==> src/rtl/ras_ckpt_stack.sv <==
// Return address stack with checkpoint restore.
// Circular flop array; index wraps, count saturates.
module ras_ckpt_stack #(
   parameter int RAS_ENTRIES = 16,
   parameter int PC_WIDTH = 38,
   localparam int LOG_RAS_ENTRIES = $clog2(RAS_ENTRIES)
) (
   input  logic                       CLK,
   input  logic                       rst,
   input  logic                       push_valid,
   input  logic [PC_WIDTH-1:0]        push_pc38,
   input  logic                       pop_valid,
   input  logic                       restore_valid,
   input  logic [LOG_RAS_ENTRIES-1:0] restore_index,
   input  logic [LOG_RAS_ENTRIES:0]   restore_count,
   input  logic                       restore_push_valid,
   input  logic                       restore_pop_valid,
   input  logic [PC_WIDTH-1:0]        restore_push_pc38,
   output logic [PC_WIDTH-1:0]        top_pc38,
   output logic [LOG_RAS_ENTRIES-1:0] ras_index,
   output logic [LOG_RAS_ENTRIES:0]   ras_count,
   output logic                       empty,
   output logic                       full
);

   localparam int CW = LOG_RAS_ENTRIES + 1;
   localparam logic [CW-1:0] MAX_CNT = CW'(RAS_ENTRIES);

   logic [PC_WIDTH-1:0]        stack_q [RAS_ENTRIES];
   logic [LOG_RAS_ENTRIES-1:0] index_q;
   logic [LOG_RAS_ENTRIES-1:0] index_d;
   logic [LOG_RAS_ENTRIES-1:0] base_index;
   logic [CW-1:0]              count_q;
   logic [CW-1:0]              count_d;
   logic [CW-1:0]              base_count;
   logic                       act_push;
   logic                       act_pop;
   logic [PC_WIDTH-1:0]        act_pc;
   logic                       wr_en;
   logic [LOG_RAS_ENTRIES-1:0] wr_index;

   // Pick base state and action: restore wins over the normal port.
   always_comb begin
      base_index = index_q;
      base_count = count_q;
      act_push   = push_valid;
      act_pop    = pop_valid;
      act_pc     = push_pc38;
      if (restore_valid) begin
         base_index = restore_index;
         base_count = (restore_count > MAX_CNT) ? MAX_CNT : restore_count;
         act_push   = restore_push_valid;
         act_pop    = restore_pop_valid;
         act_pc     = restore_push_pc38;
      end
   end

   // Apply push/pop to the base state.
   always_comb begin
      index_d  = base_index;
      count_d  = base_count;
      wr_en    = 1'b0;
      wr_index = base_index;
      if (act_push && act_pop) begin
         wr_en = 1'b1;
      end else if (act_push) begin
         index_d  = base_index + 1'b1;
         wr_index = base_index + 1'b1;
         wr_en    = 1'b1;
         count_d  = (base_count == MAX_CNT) ? MAX_CNT : base_count + 1'b1;
      end else if (act_pop) begin
         index_d = base_index - 1'b1;
         count_d = (base_count == '0) ? '0 : base_count - 1'b1;
      end
   end

   // State and array update; reset clears every entry.
   always_ff @(posedge CLK) begin
      if (rst) begin
         index_q <= '0;
         count_q <= '0;
         for (int i = 0; i < RAS_ENTRIES; i++) begin
            stack_q[i] <= '0;
         end
      end else begin
         index_q <= index_d;
         count_q <= count_d;
         if (wr_en) begin
            stack_q[wr_index] <= act_pc;
         end
      end
   end

   assign top_pc38  = stack_q[index_q];
   assign ras_index = index_q;
   assign ras_count = count_q;
   assign empty     = (count_q == '0);
   assign full      = (count_q == MAX_CNT);

endmodule

==> config.mk <==
export PLATFORM = sky130hd
export DESIGN_NAME = ras_ckpt_stack
export DESIGN_NICKNAME = d
export VERILOG_FILES = /design/src/rtl/ras_ckpt_stack.sv
export SDC_FILE = /design/constraint.sdc
export NUM_CORES = 1
export LEC_CHECK = 0
export ABC_AREA = 0
export CORE_ASPECT_RATIO = 1.75
export CORE_MARGIN = 2
export CORE_UTILIZATION = 52
export DETAILED_ROUTE_END_ITERATION = 16
export PLACE_DENSITY = 0.79
export RECOVER_POWER = 100
export REMOVE_ABC_BUFFERS = 1
export SLEW_MARGIN = 20
export SYNTH_ARGS = -nofsm -noshare
export SYNTH_HDL_FRONTEND = slang
export SYNTH_SLANG_ARGS = --single-unit
==> constraint.sdc <==
create_clock -name CLK -period 6 [get_ports CLK]
set_input_delay 0.6 -clock CLK [delete_from_list [all_inputs] [get_ports CLK]]
set_output_delay 0.6 -clock CLK [all_outputs]
set_load 0.01 [all_outputs]
==> results of run 1 <==
path summary, 6_finish.rpt:
path	to	slack, ps	from
min reg2reg	ras_count[1]$_SDFF_PP0_	680	ras_count[1]$_SDFF_PP0_
max reg2reg	stack_q[3][20]$_SDFFCE_PN0P_	860	ras_index[0]$_SDFF_PP0_
min	ras_count[1]$_SDFF_PP0_	680	ras_count[1]$_SDFF_PP0_
max	top_pc38[16]	810	ras_index[1]$_SDFF_PP0_
sequential cells by signal (all words and copies together) (netlist names):
signal / count
stack_q: 608
ras_count: 5
ras_index: 4
cell families after synthesis:
kind of cell	Yosys count	share of synthesized area (%)
buffers and inverters	235	3.610
XOR/XNOR	5	0.1560
adder cells (fa/ha/maj)	2	0.08912
flip-flops	617	65.68
AND/OR/NAND/NOR	670	11.98
multiplexers	243	17.20
AO/OA/AOI/OAI	53	1.284
worst max-delay path: stages (launching register included):
cell	delay, ps
sky130_fd_sc_hd__dfxtp_4	1010
sky130_fd_sc_hd__clkbuf_2	1390
sky130_fd_sc_hd__mux4_2	470
sky130_fd_sc_hd__mux4_2	470
sky130_fd_sc_hd__dlygate4sd3_1	620
layout make-up:
type / count / area share (%)
clock inverters: 23 / 0.8012
inverters: 6 / 0.07104
flip-flops and latches: 617 / 58.20
well taps: 684 / 2.700
clock buffers: 64 / 4.179
multi-input cells: 973 / 27.65
repair buffers: 227 / 6.405
through the flow:
step,cell area [um2],std cells
after floorplan,27080,1596
after global routing,31700,2594
after CTS,31920,2594
final,31700,2594
after detailed placement,30340,2507
after global placement,30310,2506
Yosys cell counts (all sizes together), types with 3 or more instances:
library cell | instances | area share (%)
nor3 | 615 | 11
edfxtp | 608 | 65
mux4 | 190 | 15
buf | 129 | 2.2
clkbuf | 100 | 1.3
mux2i | 50 | 1.8
o21bai | 17 | 0.45
nand2 | 15 | 0.20
nor2 | 13 | 0.17
dfxtp | 9 | 0.64
a21oi | 7 | 0.12
inv | 6 | 0.080
o22ai | 6 | 0.13
o21ai | 5 | 0.089
a31oi | 4 | 0.089
nor2b | 4 | 0.089
or2 | 4 | 0.089
mux2 | 3 | 0.12
nand3 | 3 | 0.053
o211ai | 3 | 0.080
xor2 | 3 | 0.094
layer usage:
metal	track usage, %	up-vias	share of wire (%)
met1	30.38	8840	33
met3	3.483	199	7.6
met4	12.10	0	4.8
li1	-	7416	-
met2	47.14	1001	54
met5	0	-	0
where the power goes:
group / switching (mW) / total (mW) / internal (mW)
combinational: 0.978 / 1.65 / 0.674
clock: 1.47 / 3.28 / 1.81
sequential: 0.104 / 5.05 / 4.95
==> impl_metrics.py, run 1 <==
metrics = {
    "floorplan": {
        "fp.dieArea_mm2": 0.05593,
        "die_height_um": 311.4,
        "design.portCount": 141,
        "row_count": 112,
        "die_width_um": 179.6,
        "core-area_mm2": 0.05339,
        "floorplan.initialDensity_pct": 52.58,
    },
    "sta": {
        "final.setup.tns_ps": 0,
        "worst_slew_margin_rel_pct": -44.39,
        "timing_hold_violations_final": 0,
        "clock-skew-final_ps": 19.51,
        "tightest_slew_ps": 2161,
        "slew_viol_final": 494,
        "achievable-frequency_mhz": 192.7,
        "grt_setup_unrepaired": "false",
        "setup_slack_ps": 811.7,
        "period_minus_slack_ps": 5188,
        "min_period_over_period_pct": 86.47,
        "fin_worst_hold_slack_ps": 682.8,
        "setup_violations": 0,
    },
    "final_layout": {
        "fin_util_pct": 59.38,
        "mostFrequentLayoutCells": "sky130_fd_sc_hd__nor3_1 (615), sky130_fd_sc_hd__edfxtp_1 (608), sky130_fd_sc_hd__mux4_2 (190)",
        "fill_cells": 3901,
        "syn2layout_area_growth_pct": 12.93,
        "post_layout_net_count": 1970,
        "n_antenna_cell": 0,
        "multi_input_comb_area_mm2": 0.008765,
        "final_common_cell": "sky130_fd_sc_hd__nor3_1",
        "drive_gt1_share_pct": 18.95,
        "seq_area_mm2": 0.01845,
    },
    "logic_synthesis": {
        "async_flop_share_pct": 0,
        "post_synth.cell_area_avg_um2": 15.38,
        "synth-seq-area-share_pct": 65.68,
        "synthDistinctLibCells": 50,
        "yosys_register_bits": 617,
        "synth_warnings": 0,
        "synth_edf_count": 608,
        "synth-main-ff-cell": "sky130_fd_sc_hd__edfxtp_1",
        "syn-instance-count": 1825,
        "synth_area_mm2": 0.02807,
    },
    "power": {
        "post-layout-total-power_mw": 9.985,
        "power-per-cell-area_mw_per_mm2": 314.9,
        "p_leak_nw": 10.10,
        "largest_vdd_supply_drop_mv": 0.2114,
    },
    "placement": {
        "hpwl_mm": 41.82,
        "place.port_buffers": 140,
        "placement.setup.worst_slack_ps": 1302,
        "finalWeightedCongestion": 0.8104,
    },
    "grt": {
        "grt_max_degree": 96,
        "global_route.usage.total_pct": 25.95,
        "grt-ovfl-total": 0,
        "number_of_antenna_violations_at_the_first_check_in_global_routing": 0,
        "wire_length_of_the_first_global_routing_pass_mm": 110.5,
        "number_of_global_route_vias_before_repair": 18170,
    },
    "routing": {
        "wirelength_mm": 72.75,
        "detail_route.vias_per_cell": 6.729,
        "detail-route-antenna-nets": 0,
        "route.detailed.drc": 0,
        "post_drt_wl_per_cell_um": 28.04,
        "initialDrtViolationCount": 2012,
        "vias": 17460,
        "drt_pre_antenna_iters": 6,
    },
    "clock_tree": {
        "numClockSinks": 617,
        "clock_path_buffers": 3,
        "hold_fix_buffers_at_cts": 0,
        "worst_setup_hold_path_clk_slew_ps": 60,
        "cts_resized": 0,
        "cts_setup_buffers": 0,
        "cts-buffers-inserted": 51,
        "clock_insertion_delay_worst_skew_ps": 580,
        "cts_tree": "yes",
        "clock_tree.htree_level_count": 2,
        "cts_root_buffer": "sky130_fd_sc_hd__clkbuf_16",
    },
    "critical_path": {
        "critical_path.endpoint_type": "primary output",
        "cp.required_ps": 5400,
        "worst-path-max-fanout": 62,
        "cp_data_arrival_time_ps": 4590,
        "reg2regPathDepth": 7,
        "worst-setup-path-type": "reg -> out",
        "startpoint_type": "flip-flop",
    },
    "status": {
        "failed_checks": "capacitance limit, slew limit",
        "run_status": "complete, but fails checks",
    },
    "flow_run": {
        "maxCapViolations": 17,
    },
    "worst_hold_path": {
        "worstHoldPathType": "reg -> reg",
        "worst_hold_path.num_cells": 4,
    },
}
(Power assumes the default switching activity.)
==> inputs of run 2 (changes only) <==
- clock period: 6 -> 5.4 ns (I/O delays scaled with it)
==> impl_metrics.py, run 2 (synthesis results as in run 1) <==
metrics = {
    "sta": {
        "final.setup.tns_ps": 0,
        "period_minus_slack_ps": 4916,
        "achievable-frequency_mhz": 203.4,
        "min_period_over_period_pct": 91.05,
        "clock-skew-final_ps": 10.84,
        "setup_slack_ps": 483.6,
        "worst_slew_margin_rel_pct": -40.51,
        "setup_violations": 0,
        "grt_setup_unrepaired": "false",
        "slew_viol_final": 577,
        "timing_hold_violations_final": 0,
        "tightest_slew_ps": 2103,
        "fin_worst_hold_slack_ps": 682.9,
    },
    "grt": {
        "grt-ovfl-total": 0,
        "global_route.usage.total_pct": 25.69,
        "grt_max_degree": 133,
        "number_of_global_route_vias_before_repair": 18300,
        "number_of_antenna_violations_at_the_first_check_in_global_routing": 0,
        "wire_length_of_the_first_global_routing_pass_mm": 109.3,
    },
    "status": {
        "failed_checks": "capacitance limit, slew limit",
        "run_status": "complete, but fails checks",
    },
    "clock_tree": {
        "cts_setup_buffers": 0,
        "worst_setup_hold_path_clk_slew_ps": 70,
        "clock_insertion_delay_worst_skew_ps": 580,
        "hold_fix_buffers_at_cts": 0,
        "cts_root_buffer": "sky130_fd_sc_hd__clkbuf_16",
        "cts_tree": "yes",
        "cts_resized": 0,
        "cts-buffers-inserted": 50,
        "numClockSinks": 617,
        "clock_path_buffers": 3,
        "clock_tree.htree_level_count": 2,
    },
    "final_layout": {
        "postLayoutCellArea_mm2": 0.03180,
        "largest_register": "stack_q",
        "fin_util_pct": 59.57,
        "final_common_cell": "sky130_fd_sc_hd__nor3_1",
        "syn2layout_area_growth_pct": 13.29,
        "fill_cells": 3815,
        "final_cells": 2598,
        "n_antenna_cell": 0,
        "mostFrequentLayoutCells": "sky130_fd_sc_hd__nor3_1 (615), sky130_fd_sc_hd__edfxtp_1 (608), sky130_fd_sc_hd__mux4_2 (190)",
        "drive_gt1_share_pct": 19.85,
        "post_layout_net_count": 1967,
        "largest_reg_flops": 608,
    },
    "power": {
        "power-per-cell-area_mw_per_mm2": 351.6,
        "p_leak_nw": 10.18,
        "post-layout-total-power_mw": 11.18,
        "largest_vdd_supply_drop_mv": 0.2438,
    },
    "critical_path": {
        "cp.required_ps": 4860,
        "path_common_cell": "sky130_fd_sc_hd__mux4_2",
        "critical_path.endpoint_type": "primary output",
        "worstPathCellList": "clkbuf_2 -> mux4_2 -> mux4_2 -> dlygate4sd3_1",
        "worst-path-max-fanout": 66,
        "cp_data_arrival_time_ps": 4380,
        "worst-setup-path-type": "reg -> out",
        "worst_path_largest_cell_delay_ps": 1490,
        "startpoint_type": "flip-flop",
        "timing.critical_path.slowest_stage_cell": "sky130_fd_sc_hd__clkbuf_2",
    },
    "floorplan": {
        "die_height_um": 311.4,
        "floorplan.initialDensity_pct": 52.58,
        "row_count": 112,
        "design.portCount": 141,
        "core-area_mm2": 0.05339,
        "die_width_um": 179.6,
        "fp.dieArea_mm2": 0.05593,
    },
    "routing": {
        "wirelength_mm": 71.92,
        "route.detailed.drc": 0,
        "detail_route.vias_per_cell": 6.753,
        "met1Wirelength_mm": 24.07,
        "met3RoutedLength_mm": 5.760,
        "top_layer_used": "met4",
        "routed-wl-met2_mm": 38.41,
        "post_drt_wl_per_cell_um": 27.68,
        "initialDrtViolationCount": 2080,
        "detail-route-antenna-nets": 0,
        "vias": 17540,
        "drt_pre_antenna_iters": 11,
    },
    "placement": {
        "placedInstanceArea_mm2": 0.03039,
        "place.port_buffers": 140,
        "placement.setup.worst_slack_ps": 516.6,
        "placedCellCount": 2504,
        "finalWeightedCongestion": 0.8208,
        "hpwl_mm": 40.30,
    },
    "worst_hold_path": {
        "worstHoldPathType": "reg -> reg",
    },
    "flow_run": {
        "maxCapViolations": 13,
    },
}
==> run 2: layer usage <==
metal,global-route usage [%],vias up
li1,-,7391
met2,45.40,1072
met3,3.693,227
met1,30.69,8854
met4,12.90,0
met5,0,-
==> run 2: critical path, delay by kind of cell, from the launching register on <==
kind	cells	cell delay, ps
muxes	2	1030
DFF	1	600
buffers and inverters	2	2130
==> run 2: where the power goes <==
group | leakage [nW] | switching (mW) | internal, mW
Combinational | 2.96 | 1.12 | 0.743
Clock | 0.803 | 1.68 | 2.07
Sequential | 6.42 | 0.0772 | 5.49
==> run 2: worst paths after layout <==
kind | endpoint | slack (ps) | startpoint | depth (start not counted)
max | top_pc38[31] | 480 | ras_index[1]$_SDFF_PP0_ | 4
min | ras_count[1]$_SDFF_PP0_ | 680 | ras_count[1]$_SDFF_PP0_ | 4
max reg2reg | stack_q[9][29]$_SDFFCE_PN0P_ | 820 | ras_index[0]$_SDFF_PP0_ | 8
min reg2reg | ras_count[1]$_SDFF_PP0_ | 680 | ras_count[1]$_SDFF_PP0_ | 4
==> run 2: final cells by class <==
class	count	area (um2)	area share, %
Sequential cell	617	18450	58.01
Timing Repair Buffer	225	2063	6.488
Multi-Input combinational cell	973	8745	27.50
Inverter	6	22.52	0.07082
Clock buffer	57	1299	4.084
Tap cell	684	855.8	2.691
Clock inverter	36	367.9	1.157
